==> src/rtl/mult_div_seq_if.sv <==
// Control-unit <-> mult/div sequencer bus: start strobes and operands in, status and HI/LO out.
interface mult_div_seq_if #(parameter int WIDTH = 32);
    logic             mult_start;
    logic             div_start;
    logic [WIDTH-1:0] op_a;
    logic [WIDTH-1:0] op_b;
    logic             busy;
    logic             done;
    logic             div_zero;
    logic [WIDTH-1:0] hi_out;
    logic [WIDTH-1:0] lo_out;

    modport master (output mult_start, div_start, op_a, op_b,
                    input  busy, done, div_zero, hi_out, lo_out);
    modport slave  (input  mult_start, div_start, op_a, op_b,
                    output busy, done, div_zero, hi_out, lo_out);
endinterface

==> src/rtl/mult_div_seq.sv <==
// Multicycle signed mult (radix-2 Booth) / div (restoring on magnitudes) sequencer owning HI/LO.
// The first iteration is folded into the start edge so the latency matches the control unit's wait state.
module mult_div_seq #(
    parameter int WIDTH = 32
) (
    input  logic           clk,
    input  logic           reset,
    mult_div_seq_if.slave  bus
);
    localparam int CW = $clog2(WIDTH);
    localparam logic [CW-1:0] CNT_INIT = CW'(WIDTH - 2);

    typedef enum logic [2:0] {IDLE, MULT, DIV, FIX, DONE} state_t;

    state_t             state, state_nx;
    logic [2*WIDTH:0]   acc;
    logic [WIDTH-1:0]   mcand, dvs, rem, quo, hi, lo;
    logic               neg_q, neg_r, dz;
    logic [CW-1:0]      cnt;

    // One Booth step: add/sub multiplicand on a sign-extended upper half, then arithmetic shift.
    function automatic logic [2*WIDTH:0] booth_step(input logic [2*WIDTH:0] a,
                                                    input logic [WIDTH-1:0] m);
        logic [WIDTH:0] up, sum;
        up = {a[2*WIDTH], a[2*WIDTH:WIDTH+1]};
        case (a[1:0])
            2'b01:   sum = up + {m[WIDTH-1], m};
            2'b10:   sum = up - {m[WIDTH-1], m};
            default: sum = up;
        endcase
        return {sum, a[WIDTH:1]};
    endfunction

    function automatic logic [2*WIDTH-1:0] div_step(input logic [WIDTH-1:0] r,
                                                    input logic [WIDTH-1:0] q,
                                                    input logic [WIDTH-1:0] d);
        logic [WIDTH:0]   diff;
        logic [WIDTH-1:0] r_nx;
        diff = {r, q[WIDTH-1]} - {1'b0, d};
        r_nx = diff[WIDTH] ? {r[WIDTH-2:0], q[WIDTH-1]} : diff[WIDTH-1:0];
        return {r_nx, q[WIDTH-2:0], ~diff[WIDTH]};
    endfunction

    logic [WIDTH-1:0]   a_mag, b_mag;
    logic [2*WIDTH:0]   mul_init, mul_next;
    logic [2*WIDTH-1:0] div_init, div_next;
    logic               b_zero;

    assign a_mag    = bus.op_a[WIDTH-1] ? -bus.op_a : bus.op_a;
    assign b_mag    = bus.op_b[WIDTH-1] ? -bus.op_b : bus.op_b;
    assign b_zero   = (bus.op_b == '0);
    assign mul_init = booth_step({{WIDTH{1'b0}}, bus.op_b, 1'b0}, bus.op_a);
    assign mul_next = booth_step(acc, mcand);
    assign div_init = div_step('0, a_mag, b_mag);
    assign div_next = div_step(rem, quo, dvs);

    always_ff @(posedge clk or posedge reset) begin
        if (reset) state <= IDLE;
        else       state <= state_nx;
    end

    always_comb begin
        state_nx = state;
        case (state)
            IDLE: begin
                if (bus.mult_start)     state_nx = MULT;
                else if (bus.div_start) state_nx = b_zero ? DONE : DIV;
            end
            MULT:    if (cnt == '0) state_nx = DONE;
            DIV:     if (cnt == '0) state_nx = FIX;
            FIX:     state_nx = DONE;
            DONE:    state_nx = IDLE;
            default: state_nx = IDLE;
        endcase
    end

    always_ff @(posedge clk or posedge reset) begin
        if (reset) begin
            acc   <= '0;
            mcand <= '0;
            dvs   <= '0;
            rem   <= '0;
            quo   <= '0;
            hi    <= '0;
            lo    <= '0;
            neg_q <= 1'b0;
            neg_r <= 1'b0;
            dz    <= 1'b0;
            cnt   <= '0;
        end else begin
            case (state)
                IDLE: begin
                    if (bus.mult_start) begin
                        mcand <= bus.op_a;
                        acc   <= mul_init;
                        cnt   <= CNT_INIT;
                        dz    <= 1'b0;
                    end else if (bus.div_start) begin
                        dvs          <= b_mag;
                        {rem, quo}   <= div_init;
                        neg_q        <= bus.op_a[WIDTH-1] ^ bus.op_b[WIDTH-1];
                        neg_r        <= bus.op_a[WIDTH-1];
                        cnt          <= CNT_INIT;
                        dz           <= b_zero;
                    end
                end
                MULT: begin
                    acc <= mul_next;
                    if (cnt == '0) {hi, lo} <= mul_next[2*WIDTH:1];
                    else           cnt <= cnt - 1'b1;
                end
                DIV: begin
                    {rem, quo} <= div_next;
                    if (cnt != '0) cnt <= cnt - 1'b1;
                end
                // Remainder follows the dividend's sign; quotient truncates toward zero.
                FIX: begin
                    hi <= neg_r ? -rem : rem;
                    lo <= neg_q ? -quo : quo;
                end
                DONE:    dz <= 1'b0;
                default: ;
            endcase
        end
    end

    assign bus.busy     = (state == MULT) || (state == DIV) || (state == FIX);
    assign bus.done     = (state == DONE);
    assign bus.div_zero = (state == DONE) && dz;
    assign bus.hi_out   = hi;
    assign bus.lo_out   = lo;
endmodule

==> src/flat_wrapper.sv <==
// flat-port wrapper written by rule: the top's interface ports become plain ports
module mult_div_seq_flat 
#(
    parameter int WIDTH = 32
)
  (clk, reset, bus_mult_start, bus_div_start, bus_op_a, bus_op_b, bus_busy, bus_done, bus_div_zero, bus_hi_out, bus_lo_out);
  mult_div_seq_if #(.WIDTH(WIDTH)) bus_i ();
  input  logic clk;
  input  logic reset;
  input wire logic [$bits(bus_i.mult_start)-1:0] bus_mult_start;
  input wire logic [$bits(bus_i.div_start)-1:0] bus_div_start;
  input wire logic [$bits(bus_i.op_a)-1:0] bus_op_a;
  input wire logic [$bits(bus_i.op_b)-1:0] bus_op_b;
  output wire logic [$bits(bus_i.busy)-1:0] bus_busy;
  output wire logic [$bits(bus_i.done)-1:0] bus_done;
  output wire logic [$bits(bus_i.div_zero)-1:0] bus_div_zero;
  output wire logic [$bits(bus_i.hi_out)-1:0] bus_hi_out;
  output wire logic [$bits(bus_i.lo_out)-1:0] bus_lo_out;
  assign bus_i.mult_start = bus_mult_start;
  assign bus_i.div_start = bus_div_start;
  assign bus_i.op_a = bus_op_a;
  assign bus_i.op_b = bus_op_b;
  assign bus_busy = bus_i.busy;
  assign bus_done = bus_i.done;
  assign bus_div_zero = bus_i.div_zero;
  assign bus_hi_out = bus_i.hi_out;
  assign bus_lo_out = bus_i.lo_out;
  mult_div_seq #(.WIDTH(WIDTH)) u_core (.clk(clk), .reset(reset), .bus(bus_i));
endmodule
==> config.mk <==
export PLATFORM = sky130hd
export DESIGN_NAME = mult_div_seq_flat
export DESIGN_NICKNAME = d
export VERILOG_FILES = /design/src/rtl/mult_div_seq_if.sv /design/src/rtl/mult_div_seq.sv /design/src/flat_wrapper.sv
export SDC_FILE = /design/constraint.sdc
export NUM_CORES = 1
export LEC_CHECK = 0
export ABC_CLOCK_PERIOD_IN_PS = 8800
export CORE_ASPECT_RATIO = 0.8
export CORE_MARGIN = 1.5
export CORE_UTILIZATION = 45
export DETAILED_ROUTE_END_ITERATION = 10
export GPL_TIMING_DRIVEN = 0
export PLACE_DENSITY_LB_ADDON = 0.25
export RECOVER_POWER = 100
export SETUP_SLACK_MARGIN = 0.1
export SKIP_CTS_REPAIR_TIMING = 1
export SLEW_MARGIN = 10
export SYNTH_ARGS = -nofsm -noshare
export SYNTH_HDL_FRONTEND = slang
export SYNTH_SLANG_ARGS = --single-unit
==> constraint.sdc <==
create_clock -name clk -period 8.8 [get_ports clk]
set_clock_uncertainty 0.05 [all_clocks]
set_input_delay 1.76 -clock clk [delete_from_list [all_inputs] [get_ports clk]]
set_output_delay 1.76 -clock clk [all_outputs]
set_load 0.02 [all_outputs]
### Word-level counts from Yosys, hierarchy flattened

Cells that the tools add are included.

| storage, ports and cells | value |
|---|---|
| register bits | 268 |
| bits of input ports | 68 |
| output and inout port bits | 67 |

| cells by class | value |
|---|---|
| add/subtract/negate cells | 10 |
| eq/ne operators | 14 |
| mux-type cells | 34 |
| bitwise gates (word level) | 4 |
| reduce and logical (&&, ||, !) cells | 20 |

Operators with widths:

| operator | count |
|---|---|
| 2-to-1 mux 32 bit | 12 |
| case mux 32 bit (2 select lines) | 4 |
| case mux 65 bit (2 select lines) | 1 |
| negation 32 bit | 4 |
| case mux 33 bit (2 select lines) | 1 |
| 2-to-1 mux 65 bit | 1 |
| adder 32 x 32 -> 33 bit | 1 |
| 2-to-1 mux 33 bit | 1 |
| subtractor 1 x 32 -> 33 bit | 1 |
| subtractor 1 x 32 -> 33 bit, first input constant | 1 |
| subtractor 32 x 32 -> 33 bit | 1 |
| subtractor 33 x 32 -> 33 bit | 1 |
| logical NOT 32 bit | 1 |
| 2-to-1 mux 5 bit | 4 |
| 2-to-1 mux 3 bit | 5 |
| case mux 5 bit (3 select lines) | 1 |
| case mux 3 bit (4 select lines) | 1 |
| AND reduction 3 bit | 3 |
| inequality test 2 bit, second input constant | 4 |
| AND reduction 2 bit | 4 |
| nonzero test 2 bit | 4 |
| == test 3 x 2 -> 1 bit, second input constant | 2 |
| inequality test 2 x 1 -> 1 bit, second input constant | 3 |
| logical NOT 5 bit | 1 |
| other kinds (16) | 20 |

### Longest topological paths before layout

Gate-level depths: netlist of the first run.

| depth | value |
|---|---|
| word-level depth | 7 |
| gate-level depth with buffers | 19 |
| gate-level depth less buffers | 19 |

### Worst setup path before layout of the first run

OpenSTA, ideal clock, no wires.

| timing | value |
|---|---|
| path kind | input port to flip-flop |
| from | input bus_op_a[14] |
| to | register u_core.rem[15] |
| setup time | 0.083 ns |
| arrival | 5.437 ns |
| required time | 8.667 ns |
| path slack | 3.231 ns |
| stages | 18 |
| cell sequence | buf_6 > or4_4 > or3_1 > or4_4 > nor3_1 > ha_1 > inv_1 > ha_1 > inv_1 > ha_1 > nand2_1 > a2111o_1 > nor4_1 > nand4_1 > nor4_4 > a21oi_2 > buf_6 > o22ai_1 |

| on the way | value |
|---|---|
| cells in the longest elaborated chain, start to end | 7 |

RTL lines:

| element | RTL line | RTL |
|---|---|---|
| start, declared | flat_wrapper.sv:12 | `input wire logic [$bits(bus_i.op_a)-1:0] bus_op_a;` |
| negation 32 bit | mult_div_seq.sv:49 | `assign a_mag = bus.op_a[WIDTH-1] ? -bus.op_a : bus.op_a;` |
| 2-to-1 mux 32 bit | mult_div_seq.sv:49 |  |
| subtractor 1 x 32 -> 33 bit | mult_div_seq.sv:39 | `diff = {r, q[WIDTH-1]} - {1'b0, d};` |
| 2-to-1 mux 32 bit | mult_div_seq.sv:40 | `r_nx = diff[WIDTH] ? {r[WIDTH-2:0], q[WIDTH-1]} : diff[WIDTH-1:0];` |
| 2-to-1 mux 32 bit | mult_div_seq.sv:98 | `end else if (bus.div_start) begin` |
| 2-to-1 mux 32 bit | mult_div_seq.sv:93 | `if (bus.mult_start) begin` |
| case mux 32 bit (2 select lines) | mult_div_seq.sv:91 | `case (state)` |
| end signal, assigned | mult_div_seq.sv:100 | `{rem, quo} <= div_init;` |
| end signal, assigned | mult_div_seq.sv:113 | `{rem, quo} <= div_next;` |
| end, declared | mult_div_seq.sv:17 | `logic [WIDTH-1:0] mcand, dvs, rem, quo, hi, lo;` |

No other way between the ends. The select of a mux whose other input is x is not followed.
A chain may end at the register's enable or synchronous reset.

### Final worst setup path of the first run

| timing | value |
|---|---|
| from | input bus_op_a[15] |
| to | register u_core.rem[19] |

The elaborated chain is that of the path after synthesis.

==> key figures, run 1 <==
Floorplan
  – I/O pin cnt: 135
  – Die footprint: 45,700 sq um
  – Placeable core region: ~43,000 sq um
  – Count of standard-cell rows: 68
  – Width of the chip: around 240 um
  – Starting utilization of the core area: 0.460
  – Die height: 192 um

Worst setup path
  – Kind of end point of the critical path: flop
  – Worst r2r src: u_core.mcand[5]$_DFFE_PP0P_
  – Data required time of the critical path: a little over 9000 ps
  – Flop-to-flop setup slack: 2880 ps
  – Number of cells on the worst reg-to-reg path: 15
  – Biggest fanout along the worst timing path: 10
  – Setup Crit Path Kind: input port to flop
  – Reg-to-reg endpoint: u_core.bus.hi_out[20]$_DFFE_PP0P_
  – Critical Path Start Type: input port
  – Arr. time, crit path: 7740 ps

Synthesis
  – Area leader, netlist: sky130_fd_sc_hd__dfrtp_1
  – Post-Syn Area: approximately 20,000 sq um
  – Avg Inst Size Synth: roughly 7.9 sq um
  – Post-synth EDFFs: 0
  – Dominant register cell in the synthesized netlist: sky130_fd_sc_hd__dfrtp_1
  – Mapped Nets: ~2,700
  – Share of synthesized flip-flops with an asynchronous set or reset: 1.00
  – Synthesis warning total: 0
  – Netlist cell types: 89
  – Number of instances in the synthesized netlist: 2,528
  – Largest cells by area after synthesis: sky130_fd_sc_hd__dfrtp_1 34%, sky130_fd_sc_hd__nand2_1 8.0%, sky130_fd_sc_hd__xnor2_1 5.1%
  – Register bit count reported by yosys: about 270
  – Area fraction of the dominant cell type after synthesis: 0.335
  – Sequential fraction of the synthesis area: 0.335

Timing
  – Slew HR: -0.404
  – Fmax: between 100 and 150 MHz
  – Hold violation count in the final report: 0
  – Setup repair after global routing missed its margin: no
  – Slew at the pin closest to its max-slew limit: 2110 ps
  – Crit share post-route: 0.829
  – Total negative setup slack: 0 ps
  – Time the worst path needs with I/O delays and setup: ~7300 ps
  – Count of final max-slew check failures: 167
  – Final setup margin: 1510 ps
  – Setup-failing EPs final: 0
  – Worst hold slack: 438 ps

Place
  – Worst setup slack after placement: 1820 ps
  – Count of buffers inserted at the top-level ports: 106
  – Final RePlAce weighted congestion: 0.991
  – Estimated wirelength of the detail-placed design: 60.1 mm
  – Cells after DPL: 3,237

Global routing
  – Pin count of the biggest net entering global routing: 40
  – Overall routing resource usage: 0.329
  – Overflow after GRT: 0
  – Number of global-route vias before repair: 18,600
  – Number of antenna violations at the first check in global routing: 2
  – Wire length of the first global-routing pass: ~110 mm

Cells and area
  – Finished Layout Cells: 3,292
  – Synthesis-to-finish area growth: 14.3%
  – # fillers: 4,190
  – Fraction of final layout cells sized beyond drive strength 1: 0.0393
  – Number of diodes added for antenna fixing: 0
  – Net total in the final layout: 2,820

Route
  – Number of remaining DRC errors: 0
  – Starting DRT DRC Count: between 2,000 and 3,000
  – Final WL: 75.9 mm
  – Via count: 20,500
  – Routed WL per cell: 23.0 um
  – Antenna-violating nets left: 0
  – Routed vias/inst: 6.24
  – Detailed Routing Iterations Pass 1: 6

CTS
  – Level count of the clock H-tree: 1
  – Root buffer cell: sky130_fd_sc_hd__clkbuf_16
  – CTS tree: yes
  – Longest Clk Path Bufs: 3
  – Clock buffers created by TritonCTS: 31
  – Clock slew seen by the registers of the worst setup and hold paths: 60 ps
  – Number of clock sinks seen by CTS: between 200 and 300
  – Clock latency on the worst-skew pair: 630 ps

Min path
  – Hold Crit Start: u_core.dvs[24]$_DFFE_PP0P_
  – Cell depth of the worst min-delay path: 2
  – Hold/Removal Path Class: flop to flop
  – Endpoint of the worst hold path: u_core.dvs[24]$_DFFE_PP0P_

Run
  – Max Cap Viol: 5

Pwr
  – Leakage: 9.54 nW
  – Power per standard cell area: around 460 nW/um^2
  – Maximum vdd ir drop: 0.000201 V

Outcome
  – Failing checks: max-capacitance violations, max-slew violations
  – Outcome: finished, violations left
[per-layer routing]
metal | track usage | up-vias | routed length, um
li1 | - | 9240 | -
met1 | 0.518 | 10000 | 35700
met2 | 0.463 | 1193 | 30600
met3 | 0.0582 | 108 | 8050
met4 | 0.0635 | 0 | 1590
met5 | 0 | - | 0
[critical path, stage by stage]
cell and delay (ps):
sky130_fd_sc_hd__dlygate4sd3_1 690, sky130_fd_sc_hd__or4_1 590, sky130_fd_sc_hd__or3_1 390, sky130_fd_sc_hd__or4_1 570
sky130_fd_sc_hd__nor3_1 240, sky130_fd_sc_hd__ha_1 340, sky130_fd_sc_hd__inv_1 80, sky130_fd_sc_hd__ha_1 180
sky130_fd_sc_hd__inv_1 80, sky130_fd_sc_hd__ha_1 160, sky130_fd_sc_hd__nand2_1 70, sky130_fd_sc_hd__a2111o_1 390
sky130_fd_sc_hd__nor4_1 290, sky130_fd_sc_hd__nand4_1 260, sky130_fd_sc_hd__nor4_1 550, sky130_fd_sc_hd__a21oi_1 420
sky130_fd_sc_hd__clkbuf_1 380, sky130_fd_sc_hd__o211ai_1 280
[registers in the layout, indices dropped and copies added (netlist names)]
signal / cells
u_core.acc: 65
u_core.bus.hi_out: 32
u_core.bus.lo_out: 32
u_core.cnt: 5
u_core.dvs: 32
u_core.dz: 1
u_core.mcand: 32
u_core.neg_q: 1
u_core.neg_r: 1
u_core.quo: 32
u_core.rem: 32
u_core.state: 3
[placed cells by master (no fill, tap or decap), drive strengths merged, types with 31 or more instances in the layout]
| cell | Yosys | layout |
|---|---|---|
| clkdlybuf4s50 | 0 | 34 |
| a31oi | 85 | 85 |
| ha | 75 | 75 |
| clkbuf | 143 | 197 |
| nand2 | 427 | 427 |
| o21ai | 191 | 191 |
| o31ai | 36 | 36 |
| xnor2 | 116 | 116 |
| a21oi | 143 | 143 |
| dlygate4sd3 | 0 | 72 |
| xor2 | 109 | 109 |
| nor3 | 44 | 44 |
| or3 | 37 | 37 |
| inv | 79 | 80 |
| nand3 | 73 | 73 |
| nor2 | 236 | 236 |
| dfrtp | 268 | 268 |
| buf | 35 | 31 |
| o211ai | 31 | 31 |
[cells by family after synthesis]
kind of cell / synth area share
AOI/OAI and AO/OA: 0.221
DFF: 0.335
muxes: 0.0165
xor gates and xnor gates: 0.0985
and+or+nand+nor: 0.228
buffers and inverters: 0.0514
adders and majority gates: 0.0494
[worst max path at each step]
stage	startpoint	end	slack [ps]	cells after the start
after floorplan	bus_op_a[14]	u_core.rem[15]$_DFFE_PP0P_	3230	18
final	bus_op_a[15]	u_core.rem[19]$_DFFE_PP0P_	1510	18
after detailed placement	bus_op_a[15]	u_core.rem[15]$_DFFE_PP0P_	1820	18
after global routing	bus_op_a[15]	u_core.rem[19]$_DFFE_PP0P_	1250	18
after global placement	reset	u_core.quo[7]$_DFFE_PP0P_	1270	2
after CTS	bus_op_a[15]	u_core.rem[15]$_DFFE_PP0P_	2390	18
[cell usage after synthesis (8+ instances only)]
master	number
sky130_fd_sc_hd__a211oi_1	18
sky130_fd_sc_hd__o41ai_1	11
sky130_fd_sc_hd__clkbuf_1	143
sky130_fd_sc_hd__o211ai_2	8
sky130_fd_sc_hd__o21a_1	15
sky130_fd_sc_hd__and2_1	11
sky130_fd_sc_hd__nand3_1	72
sky130_fd_sc_hd__or2_2	9
sky130_fd_sc_hd__or4_1	25
sky130_fd_sc_hd__o21ai_0	188
sky130_fd_sc_hd__or3_1	36
sky130_fd_sc_hd__dfrtp_1	268
sky130_fd_sc_hd__nor2_1	236
sky130_fd_sc_hd__inv_1	79
sky130_fd_sc_hd__nor3_1	44
sky130_fd_sc_hd__mux2i_1	25
sky130_fd_sc_hd__a21o_1	26
sky130_fd_sc_hd__buf_2	9
sky130_fd_sc_hd__o211ai_1	23
sky130_fd_sc_hd__nand4_1	12
sky130_fd_sc_hd__a32oi_1	11
sky130_fd_sc_hd__and3_1	15
sky130_fd_sc_hd__buf_1	19
sky130_fd_sc_hd__o22ai_1	11
sky130_fd_sc_hd__a31oi_1	85
sky130_fd_sc_hd__nand2_1	425
sky130_fd_sc_hd__ha_1	75
sky130_fd_sc_hd__xor2_1	109
sky130_fd_sc_hd__a221oi_1	18
sky130_fd_sc_hd__xnor2_1	116
sky130_fd_sc_hd__nand2b_1	25
sky130_fd_sc_hd__o31ai_1	36
sky130_fd_sc_hd__o21bai_1	12
sky130_fd_sc_hd__nor2b_1	15
sky130_fd_sc_hd__a21oi_1	141
sky130_fd_sc_hd__nor4_1	23
[power breakdown]
group,internal [mW],switching [mW]
Clock,0.831,0.585
Sequential,1.83,0.732
Combinational,2.49,4.09
[final cells by class]
cell class | count | area [sq um] | share of cell area
sequential | 268 | 6710 | 0.293
inverter | 79 | 298 | 0.0130
clock buffer | 42 | 897 | 0.0392
clock inverter | 13 | 195 | 0.00854
tap | 595 | 744 | 0.0326
buffer | 178 | 724 | 0.0317
multi-input combinational | 2003 | 12200 | 0.533
timing repair buffer | 114 | 1110 | 0.0484
[stage by stage]
step	area, sq um	total power, mW	utilization
5_1_grt	22900	11.3	0.526
4_1_cts	23100	10.5	0.530
3_5_place_dp	22000	9.03	0.505
3_3_place_gp	21800	8.91	0.502
2_1_floorplan	20000	6.91	-
6_report	22900	10.6	0.526
(Power assumes the default switching activity.)
==> run 2, diff against run 1 <==
ABC_CLOCK_PERIOD_IN_PS = 7010   (was 8800)
clock period = 7.01 ns   (was 8.8 ns; I/O delays follow)
==> run 2 against run 1 <==
Against the previous run:
- the flow still finishes with violations (max-capacitance violations, max-slew violations)
- via count fell by 0.22%
- final cell count did not move
- combinational power rose by 25%
- wire length rose by 0.15%
- critical path depth did not move
- register-to-register slack got worse by 1700 ps
- global-route usage did not move
- die area did not move
==> key figures, run 2 (same netlist as run 1, synthesis figures left out) <==
Outcome
  – Outcome: finished, violations left
  – Failing checks: max-capacitance violations, max-slew violations

Timing
  – Crit share post-route: 0.930
  – Count of final max-slew check failures: 135 (-19%)
  – Fmax: roughly 150 MHz
  – Hold violation count in the final report: 0 (unchanged)
  – Setup-failing EPs final: 0 (unchanged)
  – Total negative setup slack: 0 ps (unchanged)
  – Slew at the pin closest to its max-slew limit: 2110 ps (+6.97 ps)
  – Time the worst path needs with I/O delays and setup: ~6500 ps
  – Setup repair after global routing missed its margin: no
  – Slew HR: -0.409 (-0.00464)

Worst setup path
  – Critical Path Start Type: input port
  – Reg-to-reg endpoint: u_core.bus.hi_out[20]$_DFFE_PP0P_
  – Setup Crit Path Kind: input port to flop
  – Number of cells on the worst reg-to-reg path: 15 (unchanged)
  – Kind of end point of the critical path: flop
  – Worst r2r src: u_core.mcand[5]$_DFFE_PP0P_
  – Capturing instance or port of the critical path: u_core.rem[19]$_DFFE_PP0P_
  – Launching element of the worst setup path: bus_op_a[15]
  – Flop-to-flop setup slack: 1140 ps (-1740 ps)
  – Biggest fanout along the worst timing path: 10 (unchanged)
  – Arr. time, crit path: 6970 ps (-770 ps)
  – Data required time of the critical path: 7460 ps (-1790 ps)

Route
  – Via count: 20,500 (-0.22%)
  – Final WL: 76.0 mm (+0.15%)
  – Antenna-violating nets left: 0 (unchanged)
  – Starting DRT DRC Count: 2,682 (+1.3%)
  – Number of remaining DRC errors: 0 (unchanged)
  – Detailed Routing Iterations Pass 1: 6 (unchanged)
  – Routed WL per cell: 23.1 um (+0.15%)
  – Routed vias/inst: 6.23 (-0.22%)

Floorplan
  – Die footprint: 45,700 sq um (unchanged)
  – Die height: 192 um (unchanged)
  – I/O pin cnt: 135 (unchanged)
  – Width of the chip: 239 um (unchanged)
  – Placeable core region: 43,500 sq um (unchanged)
  – Starting utilization of the core area: 0.460 (unchanged)
  – Count of standard-cell rows: 68 (unchanged)

Cells and area
  – Commonest non-fill, non-tap cell in the layout: sky130_fd_sc_hd__nand2_1
  – Finished Layout Cells: 3,292 (unchanged)
  – Final non-filler cell area: 22,900 sq um (about the same)
  – Number of diodes added for antenna fixing: 0 (unchanged)
  – Largest register FFs: 65 (unchanged)
  – # fillers: 4,190 (unchanged)
  – Sequential cell area: 6710 sq um (unchanged)
  – Reg with most FFs: u_core.acc
  – Synthesis-to-finish area growth: 14.4% (about the same)
  – Net total in the final layout: 2,820 (unchanged)
  – Most used cells in the layout excluding fill and tap cells: 427 x sky130_fd_sc_hd__nand2_1, 268 x sky130_fd_sc_hd__dfrtp_1, 236 x sky130_fd_sc_hd__nor2_1, 189 x sky130_fd_sc_hd__o21ai_0, 156 x sky130_fd_sc_hd__clkbuf_1
  – Multi-input gate area: 12,200 sq um (about the same)
  – Fraction of final layout cells sized beyond drive strength 1: 0.0400 (+0.000742)

CTS
  – Longest Clk Path Bufs: 3 (unchanged)
  – Level count of the clock H-tree: 1 (unchanged)
  – CTS tree: yes
  – Clock buffers created by TritonCTS: 31 (unchanged)
  – Clock latency on the worst-skew pair: 630 ps (about the same)
  – Root buffer cell: sky130_fd_sc_hd__clkbuf_16
  – Clock slew seen by the registers of the worst setup and hold paths: 60 ps (about the same)
  – Number of clock sinks seen by CTS: 268 (unchanged)

Run
  – Max Cap Viol: 4 (-1)

Pwr
  – Power per standard cell area: 579 nW/um^2 (+25%)
  – Maximum vdd ir drop: 0.000253 V (+26%)
  – Share of power burned in registers: 0.243 (about the same)
  – Total chip power: 13.2 mW (+25%)
  – Fraction of power spent switching nets: 0.511 (-0.000743)
  – Switching Power: 6.77 mW (+25%)
  – Internal Power: 6.48 mW (+26%)
  – Part of the total power dissipated in the clock network: 0.134 (about the same)
  – Comb power frac: 0.623 (about the same)
  – Leakage: 9.54 nW (about the same)

Global routing
  – Overflow after GRT: 0 (unchanged)
  – Number of antenna violations at the first check in global routing: 2 (unchanged)
  – Number of global-route vias before repair: 18,600 (unchanged)
  – Overall routing resource usage: 0.329 (unchanged)
  – Pin count of the biggest net entering global routing: 40 (unchanged)
  – Wire length of the first global-routing pass: 115 mm (unchanged)

Place
  – Standard cell area after detailed placement: 22,000 sq um (unchanged)
  – Cells after DPL: 3,237 (unchanged)
  – Estimated wirelength of the detail-placed design: 60.1 mm (unchanged)
  – Final RePlAce weighted congestion: 0.991 (unchanged)
  – Count of buffers inserted at the top-level ports: 106 (unchanged)

Min path
  – Hold/Removal Path Class: flop to flop
[run 2: changes by cell type in the layout (fill, tap and decap cells not counted)]
cell	delta
sky130_fd_sc_hd__buf_6	+1
sky130_fd_sc_hd__clkbuf_1	-2
sky130_fd_sc_hd__clkbuf_2	+1
sky130_fd_sc_hd__nor4_1	-1
sky130_fd_sc_hd__nor4_4	+1
sky130_fd_sc_hd__o211ai_1	+1
sky130_fd_sc_hd__o211ai_2	-1
[run 2: worst min path at each step]
| stage | start | end | slack (ps) | depth (start not counted) |
|---|---|---|---|---|
| 2_1_floorplan | u_core.dvs[10]$_DFFE_PP0P_ | u_core.dvs[10]$_DFFE_PP0P_ | 400 | 2 |
| 3_3_place_gp | u_core.dvs[10]$_DFFE_PP0P_ | u_core.dvs[10]$_DFFE_PP0P_ | 420 | 2 |
| 3_5_place_dp | u_core.dvs[6]$_DFFE_PP0P_ | u_core.dvs[6]$_DFFE_PP0P_ | 420 | 2 |
| 4_1_cts | u_core.dvs[24]$_DFFE_PP0P_ | u_core.dvs[24]$_DFFE_PP0P_ | 440 | 2 |
| 5_1_grt | u_core.dvs[17]$_DFFE_PP0P_ | u_core.dvs[17]$_DFFE_PP0P_ | 470 | 2 |
| 6_report | u_core.dvs[15]$_DFFE_PP0P_ | u_core.dvs[15]$_DFFE_PP0P_ | 440 | 2 |
[run 2: area by class of cell]
| type | instances | area share |
|---|---|---|
| Inverter | 79 | 0.0130 |
| Sequential cell | 268 | 0.293 |
| Tap cell | 595 | 0.0325 |
| Clock buffer | 42 | 0.0392 |
| Timing Repair Buffer | 114 | 0.0485 |
| Buffer | 178 | 0.0320 |
| Clock inverter | 13 | 0.00853 |
| Multi-Input combinational cell | 2003 | 0.533 |
[run 2: worst max-delay path, stage by stage]
cell                            delay (ps)
sky130_fd_sc_hd__dlygate4sd3_1         690
sky130_fd_sc_hd__or4_1                 590
sky130_fd_sc_hd__or3_1                 400
sky130_fd_sc_hd__or4_1                 580
sky130_fd_sc_hd__nor3_1                240
sky130_fd_sc_hd__ha_1                  340
sky130_fd_sc_hd__inv_1                  80
sky130_fd_sc_hd__ha_1                  180
sky130_fd_sc_hd__inv_1                  80
sky130_fd_sc_hd__ha_1                  160
sky130_fd_sc_hd__nand2_1                80
sky130_fd_sc_hd__a2111o_1              390
sky130_fd_sc_hd__nor4_1                290
sky130_fd_sc_hd__nand4_1               310
sky130_fd_sc_hd__nor4_4                310
sky130_fd_sc_hd__a21oi_1               350
sky130_fd_sc_hd__buf_6                 270
sky130_fd_sc_hd__o211ai_1              200
[run 2: routing by layer]
metal	GRT usage	wire length, um
met5	0	0
met2	0.463	30600
met4	0.0635	1600
met1	0.518	35600
met3	0.0582	8190
[run 2: power by group through the flow]
| stage | combinational [mW] | sequential [mW] | clock (mW) |
|---|---|---|---|
| after floorplan | 5.60 | 3.06 | 0 |
| after global placement | 8.00 | 3.19 | 0 |
| after detailed placement | 8.14 | 3.20 | 0 |
| after CTS | 8.19 | 3.19 | 1.78 |
| after global routing | 9.04 | 3.29 | 1.84 |
| final | 8.25 | 3.22 | 1.78 |
[run 2: through the flow]
| step | hold WS, ps | util | setup WS (ps) |
|---|---|---|---|
| final | 437 | 0.526 | 494 |
| after CTS | 440 | 0.530 | 963 |
| after global placement | 416 | 0.502 | -160 |
| after detailed placement | 423 | 0.505 | 384 |
| after floorplan | 400 | - | 1800 |
| after global routing | 468 | 0.526 | 380 |
